File: src/rtl/spi_temp_reader.sv
// spi_temp_reader
// SPI master for read-only LM07-class temperature sensors. One shared SCK,
// NCH active-low chip selects, FRAME_BITS-bit frames shifted in MSB first,
// leading DATA_BITS kept and offered on a valid/ready result port with the
// channel number. Single-shot (start) or round-robin (auto_en) operation.
// Build macro TS_CLAMP_EN: when defined, the loaded result is clamped to
// 0..99 (negative readings become 0) so bin2BCD always sees two digits.
module spi_temp_reader #(
    parameter int NCH         = 2,
    parameter int FRAME_BITS  = 16,
    parameter int DATA_BITS   = 8,
    parameter int SCK_DIV     = 2,
    parameter int CS_SETUP    = 2,
    parameter int IDLE_CYCLES = 4
) (
    input  logic                                     SYSCLK,
    input  logic                                     RSTN,
    input  logic                                     start,
    input  logic [((NCH > 1) ? $clog2(NCH) : 1)-1:0] start_ch,
    input  logic                                     auto_en,
    input  logic                                     SIO,
    output logic [NCH-1:0]                           CS,
    output logic                                     SCK,
    output logic                                     busy,
    output logic [DATA_BITS-1:0]                     rd_data,
    output logic [((NCH > 1) ? $clog2(NCH) : 1)-1:0] rd_ch,
    output logic                                     rd_valid,
    input  logic                                     rd_ready,
    output logic                                     overrun
);

    localparam int CHW     = (NCH > 1) ? $clog2(NCH) : 1;
    localparam int CNT_MAX = (SCK_DIV > CS_SETUP)
                             ? ((SCK_DIV > IDLE_CYCLES) ? SCK_DIV : IDLE_CYCLES)
                             : ((CS_SETUP > IDLE_CYCLES) ? CS_SETUP : IDLE_CYCLES);
    localparam int CNTW    = (CNT_MAX > 0) ? $clog2(CNT_MAX + 1) : 1;
    localparam int HALF_W  = $clog2(2 * FRAME_BITS);
    localparam logic [NCH-1:0] NCH_ONE = NCH'(1);

    typedef enum logic [1:0] {
        S_IDLE  = 2'd0,
        S_SETUP = 2'd1,
        S_SHIFT = 2'd2,
        S_GAP   = 2'd3
    } state_t;

    state_t               state_reg, state_next;
    logic [CNTW-1:0]      cnt_reg, cnt_next;
    logic [HALF_W-1:0]    half_reg, half_next;
    logic                 done_reg, done_next;
    logic [CHW-1:0]       ch_reg, ch_next;
    logic [CHW-1:0]       ptr_reg, ptr_next;
    logic [DATA_BITS-1:0] shift_reg, shift_next;
    logic [NCH-1:0]       cs_reg, cs_next;
    logic                 sck_reg, sck_next;
    logic                 busy_reg, busy_next;
    logic [DATA_BITS-1:0] rd_data_reg, rd_data_next;
    logic [CHW-1:0]       rd_ch_reg, rd_ch_next;
    logic                 rd_valid_reg, rd_valid_next;
    logic                 overrun_reg, overrun_next;

    logic                 launch;
    logic                 load;
    logic                 consume;
    logic [CHW-1:0]       start_mod;
    logic [CHW-1:0]       launch_ch;
    logic [CHW-1:0]       ch_inc;
    logic [DATA_BITS-1:0] result;

    assign launch  = (state_reg == S_IDLE) && (start || auto_en);
    // done_reg marks the cycle after CS has risen; the result is taken then.
    assign load    = (state_reg == S_SHIFT) && done_reg;
    assign consume = rd_valid_reg && rd_ready;

    // Fold out-of-range channel requests back into 0..NCH-1.
    always_comb begin
        if (int'(start_ch) >= NCH) start_mod = CHW'(int'(start_ch) - NCH);
        else                       start_mod = start_ch;
    end

    // Explicit start takes priority over the round-robin pointer.
    always_comb begin
        launch_ch = start ? start_mod : ptr_reg;
    end

    // Next channel in round-robin order.
    always_comb begin
        if (int'(ch_reg) >= NCH - 1) ch_inc = '0;
        else                         ch_inc = ch_reg + 1'b1;
    end

`ifdef TS_CLAMP_EN
    // Clamp to the two-digit display range: negative -> 0, above 99 -> 99.
    always_comb begin
        if (shift_reg[DATA_BITS-1])           result = '0;
        else if (shift_reg > DATA_BITS'(99))  result = DATA_BITS'(99);
        else                                  result = shift_reg;
    end
`else
    assign result = shift_reg;
`endif

    // FSM state register.
    always_ff @(posedge SYSCLK or negedge RSTN) begin
        if (!RSTN) state_reg <= S_IDLE;
        else       state_reg <= state_next;
    end

    // FSM next-state logic.
    always_comb begin
        state_next = state_reg;
        unique case (state_reg)
            S_IDLE:  if (launch) state_next = S_SETUP;
            S_SETUP: if (int'(cnt_reg) == CS_SETUP - 1) state_next = S_SHIFT;
            S_SHIFT: if (done_reg) state_next = S_GAP;
            S_GAP:   if (int'(cnt_reg) == IDLE_CYCLES - 1) state_next = S_IDLE;
            default: state_next = S_IDLE;
        endcase
    end

    // Output / datapath next values: pin timing, shifting and the result handshake.
    always_comb begin
        cnt_next      = cnt_reg;
        half_next     = half_reg;
        done_next     = done_reg;
        ch_next       = ch_reg;
        ptr_next      = ptr_reg;
        shift_next    = shift_reg;
        cs_next       = cs_reg;
        sck_next      = sck_reg;
        rd_data_next  = rd_data_reg;
        rd_ch_next    = rd_ch_reg;
        rd_valid_next = rd_valid_reg;
        overrun_next  = overrun_reg;
        busy_next     = (state_next != S_IDLE);

        unique case (state_reg)
            S_IDLE: begin
                if (launch) begin
                    ch_next    = launch_ch;
                    cs_next    = ~(NCH_ONE << launch_ch);
                    cnt_next   = '0;
                    shift_next = '0;
                end
            end
            S_SETUP: begin
                if (int'(cnt_reg) == CS_SETUP - 1) begin
                    cnt_next  = '0;
                    half_next = '0;
                    sck_next  = 1'b1;
                end else begin
                    cnt_next = cnt_reg + 1'b1;
                end
            end
            S_SHIFT: begin
                if (done_reg) begin
                    done_next = 1'b0;
                    cnt_next  = '0;
                    ptr_next  = ch_inc;
                end else if (int'(cnt_reg) == SCK_DIV - 1) begin
                    cnt_next = '0;
                    if (int'(half_reg) == 2 * FRAME_BITS - 1) begin
                        // End of the last low phase: release the sensor.
                        cs_next   = '1;
                        done_next = 1'b1;
                    end else begin
                        half_next = half_reg + 1'b1;
                        sck_next  = ~sck_reg;
                        // Falling edge at the end of a high phase: sample SIO.
                        // Even half h carries bit h/2; keep the first DATA_BITS.
                        if (sck_reg && (int'(half_reg) < 2 * DATA_BITS))
                            shift_next = (shift_reg << 1) | DATA_BITS'(SIO);
                    end
                end else begin
                    cnt_next = cnt_reg + 1'b1;
                end
            end
            S_GAP: begin
                cnt_next = cnt_reg + 1'b1;
            end
            default: ;
        endcase

        if (load) begin
            rd_data_next  = result;
            rd_ch_next    = ch_reg;
            rd_valid_next = 1'b1;
            // Overwriting an unread result is sticky; a simultaneous read is fine.
            if (rd_valid_reg && !rd_ready) overrun_next = 1'b1;
        end else if (consume) begin
            rd_valid_next = 1'b0;
            overrun_next  = 1'b0;
        end
    end

    // Datapath and output registers.
    always_ff @(posedge SYSCLK or negedge RSTN) begin
        if (!RSTN) begin
            cnt_reg      <= '0;
            half_reg     <= '0;
            done_reg     <= 1'b0;
            ch_reg       <= '0;
            ptr_reg      <= '0;
            shift_reg    <= '0;
            cs_reg       <= '1;
            sck_reg      <= 1'b0;
            busy_reg     <= 1'b0;
            rd_data_reg  <= '0;
            rd_ch_reg    <= '0;
            rd_valid_reg <= 1'b0;
            overrun_reg  <= 1'b0;
        end else begin
            cnt_reg      <= cnt_next;
            half_reg     <= half_next;
            done_reg     <= done_next;
            ch_reg       <= ch_next;
            ptr_reg      <= ptr_next;
            shift_reg    <= shift_next;
            cs_reg       <= cs_next;
            sck_reg      <= sck_next;
            busy_reg     <= busy_next;
            rd_data_reg  <= rd_data_next;
            rd_ch_reg    <= rd_ch_next;
            rd_valid_reg <= rd_valid_next;
            overrun_reg  <= overrun_next;
        end
    end

    assign CS       = cs_reg;
    assign SCK      = sck_reg;
    assign busy     = busy_reg;
    assign rd_data  = rd_data_reg;
    assign rd_ch    = rd_ch_reg;
    assign rd_valid = rd_valid_reg;
    assign overrun  = overrun_reg;

endmodule

File: config.mk
export PLATFORM = sky130hd
export DESIGN_NAME = spi_temp_reader
export DESIGN_NICKNAME = d
export VERILOG_FILES = /design/src/rtl/spi_temp_reader.sv
export SDC_FILE = /design/constraint.sdc
export NUM_CORES = 1
export LEC_CHECK = 0
export ABC_AREA = 1
export CELL_PAD_IN_SITES_DETAIL_PLACEMENT = 0
export CELL_PAD_IN_SITES_GLOBAL_PLACEMENT = 1
export CORE_AREA = 2 2 75 63
export CTS_BUF_LIST = sky130_fd_sc_hd__clkbuf_16
export DETAILED_ROUTE_END_ITERATION = 12
export DIE_AREA = 0 0 77 65
export PLACE_DENSITY_LB_ADDON = 0.1
export SETUP_SLACK_MARGIN = 0.3
export SLEW_MARGIN = 10
export SYNTH_ARGS = -nofsm -noshare
export SYNTH_HDL_FRONTEND = slang
export SYNTH_SLANG_ARGS = --single-unit
File: constraint.sdc
create_clock -name SYSCLK -period 2.6 [get_ports SYSCLK]
set_clock_uncertainty 0.05 [all_clocks]
set_input_delay 0.52 -clock SYSCLK [delete_from_list [all_inputs] [get_ports SYSCLK]]
set_output_delay 0.52 -clock SYSCLK [all_outputs]
set_load 0.01 [all_outputs]
; After elaboration in Yosys (flattened, before gate mapping)
; Cells that the tools add are included.
[word_totals]
reg_bits = 36
output_inout_bits = 15
wordCells = 94
[classes]
n_reduce_logical = 18
n_eq_ne = 14
magnitude_cmp = 2
muxes = 39
bitwise_logic = 3
shifts = 1
n_addsub = 3
[op_table]
columns = operator, n
row1 = two-way mux 8 bit, 5
row2 = two-way mux 5 bit, 4
row3 = two-way mux 2 bit, 8
row4 = one-hot mux 8 bit (2 select lines), 1
row5 = two-way mux 1 bit, 13
row6 = one-hot mux 3 bit (4 select lines), 1
row7 = one-hot mux 5 bit (2 select lines), 1
row8 = AND reduction 5 bit, 2
row9 = two-way mux 3 bit, 3
row10 = "!= test 2 x 1 -> 1 bit, second input constant", 4
row11 = "!= test 2 bit, second input constant", 4
row12 = bitwise OR 8 x 1 -> 8 bit, 1
row13 = one-hot mux 2 bit (4 select lines), 1
row14 = nonzero test 2 bit, 4
row15 = AND reduction 2 bit, 3
row16 = AND reduction 6 bit, 1
row17 = "adder 5 x 1 -> 5 bit, second input constant", 1
row18 = "equality test 5 x 1 -> 1 bit, second input constant", 1
row19 = logical AND 1 bit, 5
row20 = "less-than comparator 5 bit, second input constant", 1
row21 = "equality test 2 bit, second input constant", 2
row22 = one-hot mux 2 bit (2 select lines), 1
row23 = "adder 3 x 1 -> 3 bit, second input constant", 1
row24 = "equality test 3 x 2 -> 1 bit, second input constant", 1
row25 = 11 further kinds, 11

; Logic depth before layout (Yosys ltp)
; Gate-level depths: netlist of the first run.
[logic_depth]
word_depth = 7
depth_mapped = 9
depth_no_buf = 9

; Least setup slack after synthesis of the first run
; Ideal clock, no wire load.
[synth_timing]
path_kind = register -> register
startpoint = reg half_reg[0]
endpoint = reg shift_reg[0] (netlist: result[0])
setup_slack_ps = 899
setup_time_ps = 118
arrival_time_ps = 1533
path_stages_with_launch = 9
path_buffers = 0
path_cell_list = dfrtp_1 ha_1 nand2_1 nor2_1 ha_1 o21ai_2 nand3_4 nand2_1 nand2_1
[synth_via]
elab_chain_len = 4
word_cells_on_any_way = 6
classes_between = order compare (1) / eq/ne (3) / reduce/logical (2)
[synth_lines]
columns = item, line_no
row1 = start: declaration, 49  ; logic [HALF_W-1:0] half_reg, half_next;
row2 = start signal: assignment, 214  ; half_reg <= half_next;
row3 = less-than comparator 5 bit, 171  ; if (sck_reg && (int'(half_reg) < 2 * DATA_BITS))
row4 = logical AND 1 bit, 171
row5 = != test 2 x 1 -> 1 bit (no line), n/a
row6 = AND reduction 6 bit (no line) (*), n/a
row7 = end signal: assignment, 218  ; shift_reg <= shift_next;
row8 = end: declaration, 53  ; logic [DATA_BITS-1:0] shift_reg, shift_next;
; Every way passes the cells marked *; elsewhere a longest branch is shown, timed or not.
; A chain may end at the register's enable or synchronous reset.

; Final worst setup path of the first run
; Same ends and word-level chain as after synthesis.

==> out/metrics.yaml, run 1 <==
yosys:
  synth-edff-count: 0
  yosys_register_bits: 36
  avgSynthCellArea_um2: 8.14
  yosys.area.top_type: "dfrtp_1"
  synth_warnings: 0
  synthCells: 215
  ys_top_cells_by_area: "dfrtp_1 49%, nand2_1 14%, inv_1 5.4%, nor2_1 4.5%, o21ai_1 3.7%"
  synth.distinct_cells: 24
  syn-num-nets: 227
  ys_seq_area_share_pct: 51.6
  synth_top_cell_area_share_pct: 48.6
  synth-main-ff-cell: "dfrtp_1"
  async_flop_share_pct: 100
  synth.cell_area_mm2: 0.00175
power:
  seq_power_share_pct: 49.3
  p_sw_share_pct: 20.2
  p_int_uw: 927
  clkPwrFrac_pct: 47.3
  switchingPower_uw: 234
  power.density_mw_per_mm2: 537
  power_leakage_nw: 1.06
  combPwrFrac_pct: 3.4
  ir_worst_vdd_v: 0.000367
floorplanning:
  die_x_um: 77
  io_pins: 22
  start_util_pct: 40.2
  die_h_um: 65
  coreArea_mm2: 0.00435
  row_count: 22
  die_area_mm2: 0.00501
clock_network:
  clkTransAtPathRegs_ns: 0.05
  hold_buffers: 0
  cts_setup_buffers: 0
  clkLatencyLatePin_ns: 0.27
  ctsResizeCount: 0
  cts_tree: "yes"
  clock_sinks: 36
  clk_path_buf_depth: 2
  cts_max_level: 2
  clock-root-buffer: "clkbuf_16"
  cts_buffers: 5
timing:
  fin_crit_ns: 1.92
  fmax_mhz: 521
  slew_headroom_pct: 67.7
  drv_slew: 0
  worst_pin_slew_ns: 0.480
  fin_setup_tns_ns: 0
  setup_viol: 0
  hold_viol: 0
  period_share_pct: 73.8
  rsz0062_at_grt: "false"
setup_path:
  startpoint_type: "flip-flop"
  r2r_cells: 8
  cp.required_ns: 2.71
  endpoint_kind: "flip-flop"
  worstSetupPathType: "reg2reg"
  max_stage_delay_ns: 0.42
  path_common_cell: "nand2_1"
  crit_slowest_cell: "dfrtp_1"
  crit_family: "simple AND/OR/NAND/NOR gates"
  cp.arrival_ns: 2.03
  cp_num_buf_inv: 0
  crit_chain: "ha_1, nand2_1, nor2_1, ha_1, o21ai_2, nand3_4, nand2_1, nand2_1"
  r2r_slack_ns: 0.68
  crit_fanout: 9
  reg2reg_from: "half_reg[0]$_DFFE_PN0P_"
  worstSetupPathDepth: 8
  r2r_end: "result[0]$_DFFE_PN0P_"
global_route:
  grt_pass1_wl_um: 6380
  grt_max_degree: 37
  grt_use_total_pct: 16.7
  first_global_vias: 1374
  grt_antenna_before_repair: 0
  overflow: 0
hold_path:
  hp-start: "ch_reg$_DFFE_PN0P_"
  hold-path-cell-count: 1
  hp-class: "reg2reg"
  min_to: "ptr_reg$_DFFE_PN0P_"
detailed_routing:
  drc: 0
  first_iter_violations: 60
  dr.pass1.iters: 5
  wirelength_um: 3650
  routed_via_density: 4.73
  ant_nets: 0
  via_count: 1423
  wire_per_inst_um: 12.1
layout:
  antenna_cells: 0
  final_common_cell: "nand2_1"
  area_growth_syn_to_layout_pct: 23.4
  utilization_pct: 49.7
  layout-drive-gt1-share_pct: 9.13
  nets: 253
  final_cell_mix: "67 x nand2_1, 34 x dfrtp_1, 25 x inv_1"
placement:
  portBuffers: 21
  place_congestion: 0.791
  dp_hpwl_um: 2730
run:
  cap_violations: 0
outcome:
  status: "completed"
worst max path at each step:
stage	start	endpoint
CTS	half_reg[0]$_DFFE_PN0P_	result[0]$_DFFE_PN0P_
finish	half_reg[0]$_DFFE_PN0P_	result[0]$_DFFE_PN0P_
global placement	half_reg[0]$_DFFE_PN0P_	result[7]$_DFFE_PN0P_
global route	half_reg[0]$_DFFE_PN0P_	result[0]$_DFFE_PN0P_
detailed placement	half_reg[0]$_DFFE_PN0P_	result[7]$_DFFE_PN0P_
floorplan	half_reg[0]$_DFFE_PN0P_	result[0]$_DFFE_PN0P_
layer usage:
layer	vias up	track usage (%)	routed length, um
met5	-	0	0
met4	0	6.92	44
met3	5	4.46	103
met2	23	25.8	1630
met1	654	22.4	1870
li1	741	-	-
cells by family after synthesis:
group	count (synthesis)	synth area share, %
simple gates	117	29.7
flops	36	51.6
buf+inv	33	7.29
compound gates	24	7.86
fa+ha+maj	5	3.57
cells in the mapped netlist (2+ instances only):
master / n
a21oi_1: 5
buf_2: 3
dfrtp_1: 34
dfstp_2: 2
ha_1: 5
inv_1: 25
inv_2: 5
nand2_1: 67
nand3_1: 10
nand4_1: 10
nor2_1: 21
nor2_2: 2
o21ai_0: 3
o21ai_1: 13
stage by stage:
stage               cell area, um^2  worst slack [ns]  cells  hold WS (ns)  total power [mW]
floorplan                      1750             0.899    215         0.174             0.594
global placement               2030             0.750    294         0.385             0.622
detailed placement             2030             0.685    294         0.402             0.622
CTS                            2160             0.680    301         0.410              1.18
global route                   2160             0.527    301         0.439              1.21
finish                         2160             0.682    301         0.404              1.16
final cells by class:
class                      count  area, um^2
timing repair buffer          22         218
multi-input combinational    146         719
clock inverter                 2        7.51
tap                           60        75.1
fill                         438        2190
clock buffer                   5         125
inverter                      30         113
sequential                    36         903
power by group through the flow:
stage | registers [mW] | clock network [mW] | logic, mW
after floorplan | 0.581 | 0 | 0.0130
after global placement | 0.582 | 0 | 0.0400
after detailed placement | 0.581 | 0 | 0.0409
after CTS | 0.572 | 0.571 | 0.0410
after global routing | 0.572 | 0.595 | 0.0465
final | 0.572 | 0.549 | 0.0398
No activity file was read; power rests on OpenSTA's default activity.
==> run 2, diff against run 1 <==
Settings changed: CORE_AREA 2 2 75 63 to 2 2 81 68, DIE_AREA 0 0 77 65 to 0 0 83 70.
Clock period 2.6 ns to 1.7 ns, I/O delays scaled along.
==> run 2 against run 1 <==
Effect of this change:
- sequential power rose by 53%
- combinational power grew 44%
- count of clock-buffer cells in the layout unchanged
- via count hardly changed
- clock power up 54%
- die area is 16% higher
==> out/metrics.yaml, run 2 (same netlist as run 1, synthesis figures left out) <==
setup_path:
  cp-endpoint: "result[4]$_DFFE_PN0P_"
  endpoint_kind: "flip-flop"
  r2r_cells: 8  # unchanged
  max_stage_delay_ns: 0.38  # -0.04 ns
  worstSetupPathDepth: 8  # unchanged
  r2r_end: "result[4]$_DFFE_PN0P_"
  r2r_slack_ns: 0.15  # -0.53 ns
  path_common_cell: "nand2_2"
  cp.required_ns: 1.81  # -0.90 ns
  worstSetupPathType: "reg2reg"
  crit_chain: "ha_2, nand2_2, nor2_4, ha_4, o21ai_4, nand3_4, nand2_2, nand2_1"
  crit_family: "simple AND/OR/NAND/NOR gates"
  cp_num_buf_inv: 0  # unchanged
  reg2reg_from: "half_reg[0]$_DFFE_PN0P_"
  crit_slowest_cell: "dfrtp_1"
  cp.arrival_ns: 1.66  # -0.37 ns
  crit_fanout: 8  # -1
  startpoint: "half_reg[0]$_DFFE_PN0P_"
  startpoint_type: "flip-flop"
clock_network:
  clock-root-buffer: "clkbuf_16"
  cts_tree: "yes"
  cts_max_level: 2  # unchanged
  clock_sinks: 36  # unchanged
  cts_buffers: 5  # unchanged
  clkLatencyLatePin_ns: 0.27  # about the same
  clkTransAtPathRegs_ns: 0.05  # about the same
  clk_path_buf_depth: 2  # unchanged
detailed_routing:
  ant_nets: 0  # unchanged
  first_iter_violations: 47  # -22%
  drc: 0  # unchanged
  wire_per_inst_um: 11.3  # -7.0%
  dr.pass1.iters: 4  # -1
  via_count: 1422  # -0.070%
  wirelength_um: 3610  # -1.1%
  routed_via_density: 4.44  # -6.0%
timing:
  fin_crit_ns: 1.55  # -0.371 ns
  drv_slew: 0  # unchanged
  timing.hold.ws_ns: 0.0526  # -0.352 ns
  fmax_mhz: 647  # +24%
  rsz0062_at_grt: "true"
  worst_pin_slew_ns: 0.459  # -0.0208 ns
  fin_setup_tns_ns: 0  # unchanged
  period_share_pct: 91.0  # +17 points
  setup_viol: 0  # unchanged
  hold_viol: 0  # unchanged
  slew_headroom_pct: 69.4  # +1.7 points
global_route:
  grt_pass1_wl_um: 6620  # +3.8%
  overflow: 0  # unchanged
  grt_max_degree: 37  # unchanged
  grt_use_total_pct: 14.1  # -2.6 points
  first_global_vias: 1441  # +4.9%
  grt_antenna_before_repair: 0  # unchanged
layout:
  layout-drive-gt1-share_pct: 19.6  # +10 points
  nets: 266  # +5.1%
  utilization_pct: 45.2  # -4.5 points
  final_cell_mix: "65 x nand2_1, 32 x dfrtp_1, 27 x inv_1"
  antenna_cells: 0  # unchanged
  area_growth_syn_to_layout_pct: 32.6
  num-fill-cells: 522  # +19%
  final_common_cell: "nand2_1"
  design_area_mm2: 0.00232  # +7.4%
  seqCellArea_um2: 906  # +0.28%
  multiInputGateArea_um2: 785  # +9.0%
floorplanning:
  die_x_um: 83  # +7.8%
  start_util_pct: 34.1  # -6.2 points
  die_h_um: 70  # +7.7%
  die_area_mm2: 0.00581  # +16%
  row_count: 24  # +9.1%
  coreArea_mm2: 0.00513  # +18%
  io_pins: 22  # unchanged
power:
  power.total_mw: 1.78  # +53%
  power_leakage_nw: 1.19  # +13%
  ir_worst_vdd_v: 0.000541  # +47%
  power.density_mw_per_mm2: 766  # +43%
run:
  cap_violations: 0  # unchanged
placement:
  place_congestion: 0.771  # -2.6%
  dpl-instance-area_mm2: 0.00213  # +5.0%
  dp_hpwl_um: 2600  # -5.0%
  portBuffers: 21  # unchanged
hold_path:
  hp-class: "in2async"
outcome:
  status: "completed"
## run 2: cell type report
type | count | area share (%)
flip-flops and latches | 36 | 39.0
repair buffers | 35 | 12.9
clock inverters | 3 | 0.485
clock buffers | 5 | 5.39
inverters | 30 | 4.85
well taps | 65 | 3.50
multi-input cells | 146 | 33.8
## run 2: power by group
part           internal, mW  switching (mW)
clock network         0.526           0.320
registers             0.869         0.00562
logic                0.0225          0.0348
total                  1.42           0.360
## run 2: timing repair
item / in CTS / in global routing
cloned: 0 / 0
buffers inserted: 2 / 1
hold buffers: 0 / 0
pin swaps: 16 / 6
setup endpoints to repair: 32 / 21
resized for setup: 28 / 10
## run 2: metrics by stage
stage / std cells / setup slack [ns]
final: 320 / 0.154
after global routing: 320 / 0.0569
after CTS: 319 / 0.152
after detailed placement: 309 / 0.0642
after global placement: 309 / 0.0869
after floorplan: 215 / 0.161
## run 2: layer usage
metal | vias to the layer above | wire length [um] | part of all wire (%) | track usage (%)
li1 | 761 | - | - | -
met1 | 634 | 1940 | 54 | 20.0
met2 | 22 | 1490 | 41 | 21.2
met3 | 5 | 140 | 3.9 | 3.66
met4 | 0 | 31 | 0.86 | 4.01
met5 | - | 0 | 0 | 0
## run 2: worst min path at each step
stage               depth (start not counted)                endpoint  start  slack (ns)
CTS                                         2       rd_ch$_DFFE_PN0P_   RSTN        0.07
global placement                            2  cnt_reg[1]$_DFFE_PN0P_   RSTN        0.37
detailed placement                          2  cnt_reg[1]$_DFFE_PN0P_   RSTN        0.37
floorplan                                   0         SCK$_DFFE_PN0P_   RSTN      -0.006
finish                                      2  cnt_reg[1]$_DFFE_PN0P_   RSTN        0.05
global route                                2     ptr_reg$_DFFE_PN0P_   RSTN        0.11
==> run 3, diff against run 2 <==
Settings changed: SETUP_SLACK_MARGIN 0.3 to 0.02.
==> run 3 against run 2 <==
Effect of this change:
- final area is 1.2% higher
- wire length rose by 6.8%
- register-to-register slack gained 0.02 ns
- worst setup slack worse by 0.040 ns
- core utilization grew 0.54 points
- non-clock buffer count increased by 1
- first-iteration DRC count increased by 74%
- clock power up 21%
- highest routed layer unchanged
==> out/metrics.yaml, run 3 (same netlist as run 1, synthesis figures left out) <==
floorplanning:
  die_x_um: 83  # unchanged
  coreArea_mm2: 0.00513  # unchanged
  die_area_mm2: 0.00581  # unchanged
  die_h_um: 70  # unchanged
  start_util_pct: 34.1  # unchanged
  io_pins: 22  # unchanged
  row_count: 24  # unchanged
power:
  power.density_mw_per_mm2: 833  # +8.8%
  power_leakage_nw: 1.16  # -2.5%
  ir_worst_vdd_v: 0.000364  # -33%
timing:
  period_share_pct: 93.3  # +2.3 points
  drv_slew: 0  # unchanged
  rsz0062_at_grt: "false"
  hold_viol: 0  # unchanged
  slew_headroom_pct: 69.2  # -0.21 points
  timing.hold.ws_ns: 0.0448  # -0.00772 ns
  fin_setup_tns_ns: 0  # unchanged
  fmax_mhz: 630  # -2.5%
  fin_crit_ns: 1.59  # +0.0398 ns
  worst_pin_slew_ns: 0.462  # +0.00321 ns
  setup_viol: 0  # unchanged
clock_network:
  clk_path_buf_depth: 2  # unchanged
  clock_sinks: 36  # unchanged
  hold_buffers: 0  # unchanged
  clkTransAtPathRegs_ns: 0.05  # about the same
  cts_tree: "yes"
  clock-root-buffer: "clkbuf_16"
  clkLatencyLatePin_ns: 0.28  # about the same
  cts_max_level: 2  # unchanged
  cts_buffers: 5  # unchanged
placement:
  portBuffers: 21  # unchanged
  dp_hpwl_um: 2850  # +9.7%
  place_congestion: 0.771  # about the same
setup_path:
  crit_chain: "clkdlybuf4s50_1"
  max_stage_delay_ns: 0.54  # +0.16 ns
  endpoint_kind: "output port"
  startpoint_type: "flip-flop"
  cp_num_buf_inv: 1  # +1
  cp.required_ns: 1.31  # -0.50 ns
  crit_family: "buffers and inverters"
  worstSetupPathType: "reg2out"
  crit_slowest_cell: "clkdlybuf4s50_1"
  cp.arrival_ns: 1.20  # -0.46 ns
  startpoint: "SCK$_DFFE_PN0P_"
  crit_fanout: 3  # -5
  reg2reg_from: "half_reg[1]$_DFFE_PN0P_"
detailed_routing:
  drc: 0  # unchanged
  via_count: 1459  # +2.6%
  routed_via_density: 4.55  # +2.3%
  dr.pass1.iters: 4  # unchanged
  wire_per_inst_um: 12.0  # +6.5%
  wirelength_um: 3850  # +6.8%
  ant_nets: 0  # unchanged
  first_iter_violations: 82  # +74%
layout:
  antenna_cells: 0  # unchanged
  area_growth_syn_to_layout_pct: 34.2
  final_common_cell: "nand2_1"
  nets: 267  # +0.38%
  num-fill-cells: 521  # -0.19%
  layout-drive-gt1-share_pct: 17.2  # -2.4 points
  final_cell_mix: "66 x nand2_1, 34 x dfrtp_1, 26 x inv_1"
hold_path:
  hp-class: "in2async"
global_route:
  grt_max_degree: 37  # unchanged
  first_global_vias: 1363  # -5.4%
  grt_use_total_pct: 14.5  # +0.42 points
  overflow: 0  # unchanged
  grt_pass1_wl_um: 6660  # +0.62%
  grt_antenna_before_repair: 0  # unchanged
run:
  cap_violations: 0  # unchanged
outcome:
  status: "completed"
## run 3: cell types whose count changed in the layout (fill, tap and decap cells not counted), sizes merged
| cell | delta |
|---|---|
| bufinv | +1 |
| clkbuf | -1 |
| clkdlybuf4s50 | +13 |
| dlygate4sd2 | -11 |
| inv | -1 |
## run 3: where the power goes
part	total (mW)	internal (mW)	leakage [nW]	switching, mW
combinational	0.0599	0.0239	0.637	0.0360
clock	1.02	0.683	0.0850	0.340
sequential	0.875	0.869	0.441	0.00585
## run 3: worst paths after layout
| kind | to | slack, ns | cells past startpoint |
|---|---|---|---|
| worst min-delay path | cnt_reg[1]$_DFFE_PN0P_ | 0.04 | 2 |
| worst max-delay path | SCK | 0.11 | 1 |
| max in group asynchronous | CS[0]$_DFFE_PN1P_ | 1.20 | 2 |
| worst min register to register | ptr_reg$_DFFE_PN0P_ | 0.40 | 1 |
| worst max register to register | SCK$_DFFE_PN0P_ | 0.17 | 10 |
| min in group SYSCLK | ptr_reg$_DFFE_PN0P_ | 0.40 | 1 |
## run 3: timing repair
action | 4_1_cts | 5_1_grt
setup endpoints to repair | 2 | 16
buffers inserted | 0 | 2
gates resized for setup | 2 | 8
pin swaps | 0 | 6
## run 3: worst reg2reg max path: cells and delay by family, from the launching register on
family,cells,cell delay (ns)
AND/OR/NAND/NOR,4,0.35
AO/OA/AOI/OAI,2,0.14
adder cells (fa/ha/maj),2,0.38
flip-flops,1,0.35
buffers and inverters,2,0.15
## run 3: per-layer routing
layer  up-vias  track usage, %  wire length (um)
met5         -               0                 0
met4         0            6.01                36
met3         5            4.02               183
met2        32            19.2              1570
met1       659            21.9              2060
li1        763               -                 -
## run 3: cell type report
cell class	instances	area [um^2]	area share, %
sequential	36	903	38.5
multi-input combinational	146	756	32.2
timing repair buffer	36	332	14.1
clock buffer	5	125	5.33
inverter	30	113	4.79
tap	65	81.3	3.46
clock inverter	3	38.8	1.65
## run 3: per-stage QoR
step | utilization [%] | power, mW | setup slack (ns) | std cells | instance area [um^2]
after floorplan | - | 0.909 | 0.0626 | 215 | 1760
after global placement | 41.7 | 0.952 | 0.0360 | 311 | 2140
after detailed placement | 41.7 | 0.951 | 0.0320 | 311 | 2140
after CTS | 44.8 | 1.99 | 0.0489 | 319 | 2300
after global routing | 45.7 | 2.04 | 0.0382 | 321 | 2350
final | 45.7 | 1.96 | 0.114 | 321 | 2350
==> RTL edit 1 (config.mk and constraints of run 2) <==
The option `TS_CLAMP_EN` is turned on by a define.
--- a/src/rtl/spi_temp_reader.sv
+++ b/src/rtl/spi_temp_reader.sv
@@ -5,6 +5,8 @@
 // channel number. Single-shot (start) or round-robin (auto_en) operation.
 // Build macro TS_CLAMP_EN: when defined, the loaded result is clamped to
 // 0..99 (negative readings become 0) so bin2BCD always sees two digits.
+`define TS_CLAMP_EN
+
 module spi_temp_reader #(
     parameter int NCH         = 2,
     parameter int FRAME_BITS  = 16,
Behaviour: no difference found for any inputs over 10 cycles, from zero or initial values and one cycle with RSTN low; that may be too few to reach the edited logic, so the function may still have changed.
==> RTL edit 1 against run 2 <==
  * Wire length rose by 9.6%
  * Count of clock-buffer cells in the layout unchanged
  * Sequential cell count fell by 1
  * Setup slack better by 0.0022 ns
  * Total power up 9.0%
  * First-iteration DRC count shrank 13%
  * Final area is 7.9% higher
  * Synthesized area rose by 0.57%
==> RTL edit 1: results (changes against run 2) <==
layout cells sized above 1=25.74% (was 19.61%); Worst Path Arrival=1.70 ns (was 1.66 ns); Worst R2R Path Depth=9 (was 8); largest net degree at the start of global routing=21 (was 37); detailed placer's ending HPWL=2.743 mm (was 2.597 mm); status=finished, final reports clean (unchanged); nets=283 (was 266); Lkg Pwr=1.251 nW (was 1.193 nW); CTS Buf Count=5 (unchanged); Port Buf Inserts=20 (was 21); Worst-path clk slew=0.05 ns (about the same); Seq/Total Area, Yosys=49.89% (was 51.61%); routed length per instance=11.74 um (was 11.27 um); synth cell count leaders=nand2_1, dfrtp_1, inv_1 (unchanged); vias=1536 (was 1422); class of the worst hold path=flop to flop (was input port to async pin); initial drt markers=41 (was 47); GP Congestion=0.7267 (was 0.7705); RR Endpoint=shift_reg[2] (was result[4]); Post-Syn Nets=238 (was 227); vias in the first global route=1564 (was 1441); Total GRT Usage=15.34% (was 14.05%); Area contributors post-synth=dfrtp_1, nand2_1, inv_1 (unchanged); first-pass GRT wire length=7.217 mm (was 6.617 mm); unique cell type count in the Yosys netlist=22 (was 24); VDD IR max=0.5439 mV (was 0.5410 mV); Hold WS=0.3991 ns (was 0.05257 ns); clock buffer depth=2 (unchanged)
RTL edit 1: cell count changes after synthesis, moves of 3 or more:
cell / before / now
nand2_1: 67 / 72
nand3_1: 10 / 21
inv_1: 25 / 28
o21ai_1: 13 / 0
o21ai_0: 3 / 16
nor2_1: 21 / 25
nand4_1: 10 / 2
inv_2: 5 / 1
RTL edit 1: routing by layer:
metal / global-route usage [%] / vias up / part of all wire (%)
met1: 20.50 / 708 / 49
met2: 25.54 / 23 / 46
met4: 3.279 / 0 / 1.0
met3: 3.664 / 4 / 3.1
met5: 0 / - / 0
li1: - / 801 / -
RTL edit 1: per-stage QoR:
step / setup slack [ns] / std cells / total power, mW / utilization, % / area, sq um
after floorplan: 0.2289 / 226 / 0.8907 / - / 1780
after global placement: 0.05804 / 321 / 0.9364 / 41.91 / 2152
after detailed placement: 0.01585 / 321 / 0.9375 / 41.91 / 2152
after CTS: 0.1392 / 335 / 1.968 / 47.64 / 2446
after global routing: 0.03279 / 337 / 2.005 / 48.78 / 2505
final: 0.1558 / 337 / 1.938 / 48.78 / 2505
RTL edit 1: critical path, stage by stage (launching register included):
cell and delay, ns:
dfrtp_1 0.39, ha_2 0.20, nand2_2 0.09, nor2_4 0.04
ha_4 0.18, nand3_4 0.08, nand2_4 0.06, nor2_4 0.21
nand3_1 0.11, nand2_1 0.07
RTL edit 1: power breakdown:
group          internal, mW  total, mW  leakage [nW]  switching [mW]
sequential            0.845      0.851         0.425         0.00659
combinational        0.0302     0.0721         0.745          0.0419
clock                 0.683       1.01        0.0812           0.331
total                  1.56       1.94          1.25           0.380
RTL edit 1: final cells by class:
type	instances	area (sq um)
timing repair buffer	42	357.8
fill	538	2630
inverter	29	108.9
multi-input combinational	158	912.1
sequential	35	880.8
tap	65	81.33
clock inverter	3	38.79
clock buffer	5	125.1
RTL edit 1: how the worst max path moves through the flow:
| stage | end | slack, ns | cells past startpoint |
|---|---|---|---|
| 2_1_floorplan | SCK | 0.23 | 9 |
| 3_3_place_gp | shift_reg[4] | 0.06 | 8 |
| 3_5_place_dp | shift_reg[6] | 0.02 | 8 |
| 4_1_cts | shift_reg[7] | 0.14 | 9 |
| 5_1_grt | shift_reg[0] | 0.03 | 9 |
| 6_report | shift_reg[2] | 0.16 | 9 |
RTL edit 1: timing repair:
action                     CTS  global route
hold endpoints to repair    13             0
setup buffers                5             2
resized for setup           41            16
setup endpoints to repair   34            30
hold buffers                 1             0
pin swaps                   24             9
RTL edit 1: kinds of logic (layout without fill, tap and decap cells):
kind of cell,count (synthesis),count (layout),share of synthesized area (%)
adder cells (fa/ha/maj),5,5,3.554
other,1,1,0.2130
flip-flops,35,35,49.89
AND/OR/NAND/NOR,130,130,32.34
AO/OA/AOI/OAI,22,22,6.539
buffers and inverters,33,79,7.462
==> RTL edit 2 (settings of run 2) <==
Without the edit above. Re-encode `state_t` (4 states) as Gray code, 2 bits wide.
--- a/src/rtl/spi_temp_reader.sv
+++ b/src/rtl/spi_temp_reader.sv
@@ -38,10 +38,10 @@
     localparam logic [NCH-1:0] NCH_ONE = NCH'(1);
 
     typedef enum logic [1:0] {
-        S_IDLE  = 2'd0,
-        S_SETUP = 2'd1,
-        S_SHIFT = 2'd2,
-        S_GAP   = 2'd3
+        S_IDLE  = 2'b00,
+        S_SETUP = 2'b01,
+        S_SHIFT = 2'b11,
+        S_GAP   = 2'b10
     } state_t;
 
     state_t               state_reg, state_next;
Behaviour: no difference found for any inputs over 10 cycles, from zero or initial values and one cycle with RSTN low; not proved beyond that.
==> RTL edit 2 against run 2 <==
  * Synthesized area down 4.8%
  * Total power is 10% higher
  * Sequential cell count unchanged
  * Setup slack better by 0.072 ns
  * Hold slack improved by 0.33 ns
  * Via count shrank 2.5%
  * Critical path type unchanged
  * Wire length up 2.8%
  * Core utilization down 0.44 points
  * Count of clock-buffer cells in the layout did not move
  * Combinational power up 8.6%
  * Final area decreased by 0.97%
  * First-iteration DRC count rose by 94%
==> RTL edit 2: results (changes against run 2) <==
status=finished, final reports clean (unchanged); class of the worst hold path=input port to async pin (unchanged); layout cells sized above 1=21.46% (was 19.61%); GP Congestion=0.7575 (was 0.7705); most common flop cell mapped by yosys=dfrtp_1 (unchanged); vias in the first global route=1420 (was 1441); mean number of vias per cell=4.654 (was 4.444); unique cell type count in the Yosys netlist=21 (was 24); Max-slew headroom=85.89% (was 69.40%); first-pass GRT wire length=6.824 mm (was 6.617 mm); Seq/Total Area, Yosys=54.20% (was 51.61%); Fillers=488 (was 522); detailed placer's ending HPWL=2.531 mm (was 2.597 mm); flop-to-flop setup slack=0.23 ns (was 0.15 ns); Area contributors post-synth=dfrtp_1, nand2_1, inv_1 (unchanged); antenna violations before repair=0 (unchanged); largest net degree at the start of global routing=37 (unchanged); number of iterations in the first detailed-routing pass=4 (unchanged); nets=244 (was 266); worst flop-to-flop path startpoint=half_reg[1] (was half_reg[0]); VDD IR max=0.5189 mV (was 0.5410 mV); Post-Syn Nets=209 (was 227); Routed Wire Length=3.708 mm (was 3.607 mm); Synth async-reset ratio=100.0% (unchanged); clock buffer depth=2 (unchanged); Lkg Pwr=1.180 nW (was 1.193 nW); synth cell count leaders=nand2_1, dfrtp_1, inv_1 (unchanged); Worst Path Arrival=1.59 ns (was 1.66 ns); Place WS=-0.03283 ns (was 0.06421 ns); initial drt markers=91 (was 47); RR Endpoint=result[3] (was result[4]); Total GRT Usage=14.35% (was 14.05%)
[RTL edit 2: changes by cell type after synthesis, moves of 4 or more]
cell	delta
o21ai_1	-13
o21ai_0	+12
nand2_1	-5
a21oi_1	-4
inv_1	-4
inv_2	-4
[RTL edit 2: cells by family after synthesis]
logic type,Yosys count,share of synthesized area (%)
AO/OA/AOI/OAI,22,7.432
flip-flops,36,54.20
adder cells (fa/ha/maj),5,3.754
AND/OR/NAND/NOR,107,28.00
buffers and inverters,27,6.606
[RTL edit 2: layer usage]
layer / track usage (%) / routed length, um / vias up
met5: 0 / 0 / -
met4: 4.554 / 39 / 0
met3: 3.783 / 134 / 4
met2: 21.51 / 1638 / 21
met1: 20.32 / 1896 / 646
li1: - / - / 716
[RTL edit 2: final cells by class]
| cell class | instances | share of cell area [%] |
|---|---|---|
| sequential | 36 | 39.41 |
| multi-input combinational | 135 | 33.91 |
| timing repair buffer | 32 | 12.30 |
| clock buffer | 5 | 5.444 |
| inverter | 22 | 3.702 |
| tap | 65 | 3.538 |
| clock inverter | 3 | 1.688 |
[RTL edit 2: worst max path at each step]
stage	from	endpoint	cells after the start
after global routing	half_reg[1]	result[1]	8
after floorplan	half_reg[0]	result[0]	8
after global placement	start	result[2]	8
after detailed placement	auto_en	result[1]	8
after CTS	half_reg[1]	result[1]	8
final	half_reg[1]	result[3]	8
[RTL edit 2: report_power, final]
group	total, mW	internal [mW]	switching [mW]
Sequential	0.873	0.867	0.00563
Clock	1.02	0.683	0.338
Combinational	0.0622	0.0274	0.0348
[RTL edit 2: timing repair]
action | in CTS | in global routing
resized for setup | 36 | 17
buffers inserted | 2 | 0
endpoints found under the setup margin | 33 | 21
pin swaps | 9 | 10
cloned | 1 | 0
[RTL edit 2: worst reg2reg max path, delay by kind of cell, from the launching register on]
kind                       cells  cell delay [ns]
and+or+nand+nor                5             0.42
DFF                            1             0.38
adders and majority gates      2             0.36
AOI/OAI and AO/OA              1             0.15
[RTL edit 2: metrics by stage]
stage / instances / instance area [sq um] / utilization, % / TNS (ns) / hold WS [ns]
detailed placement: 287 / 2028 / 39.50 / -0.1661 / 0.4126
floorplan: 197 / 1688 / - / 0 / -0.005591
finish: 298 / 2298 / 44.76 / 0 / 0.3876
global route: 298 / 2298 / 44.76 / 0 / 0.4163
global placement: 287 / 2028 / 39.50 / -0.004105 / 0.4064
CTS: 298 / 2265 / 44.10 / 0 / 0.4064
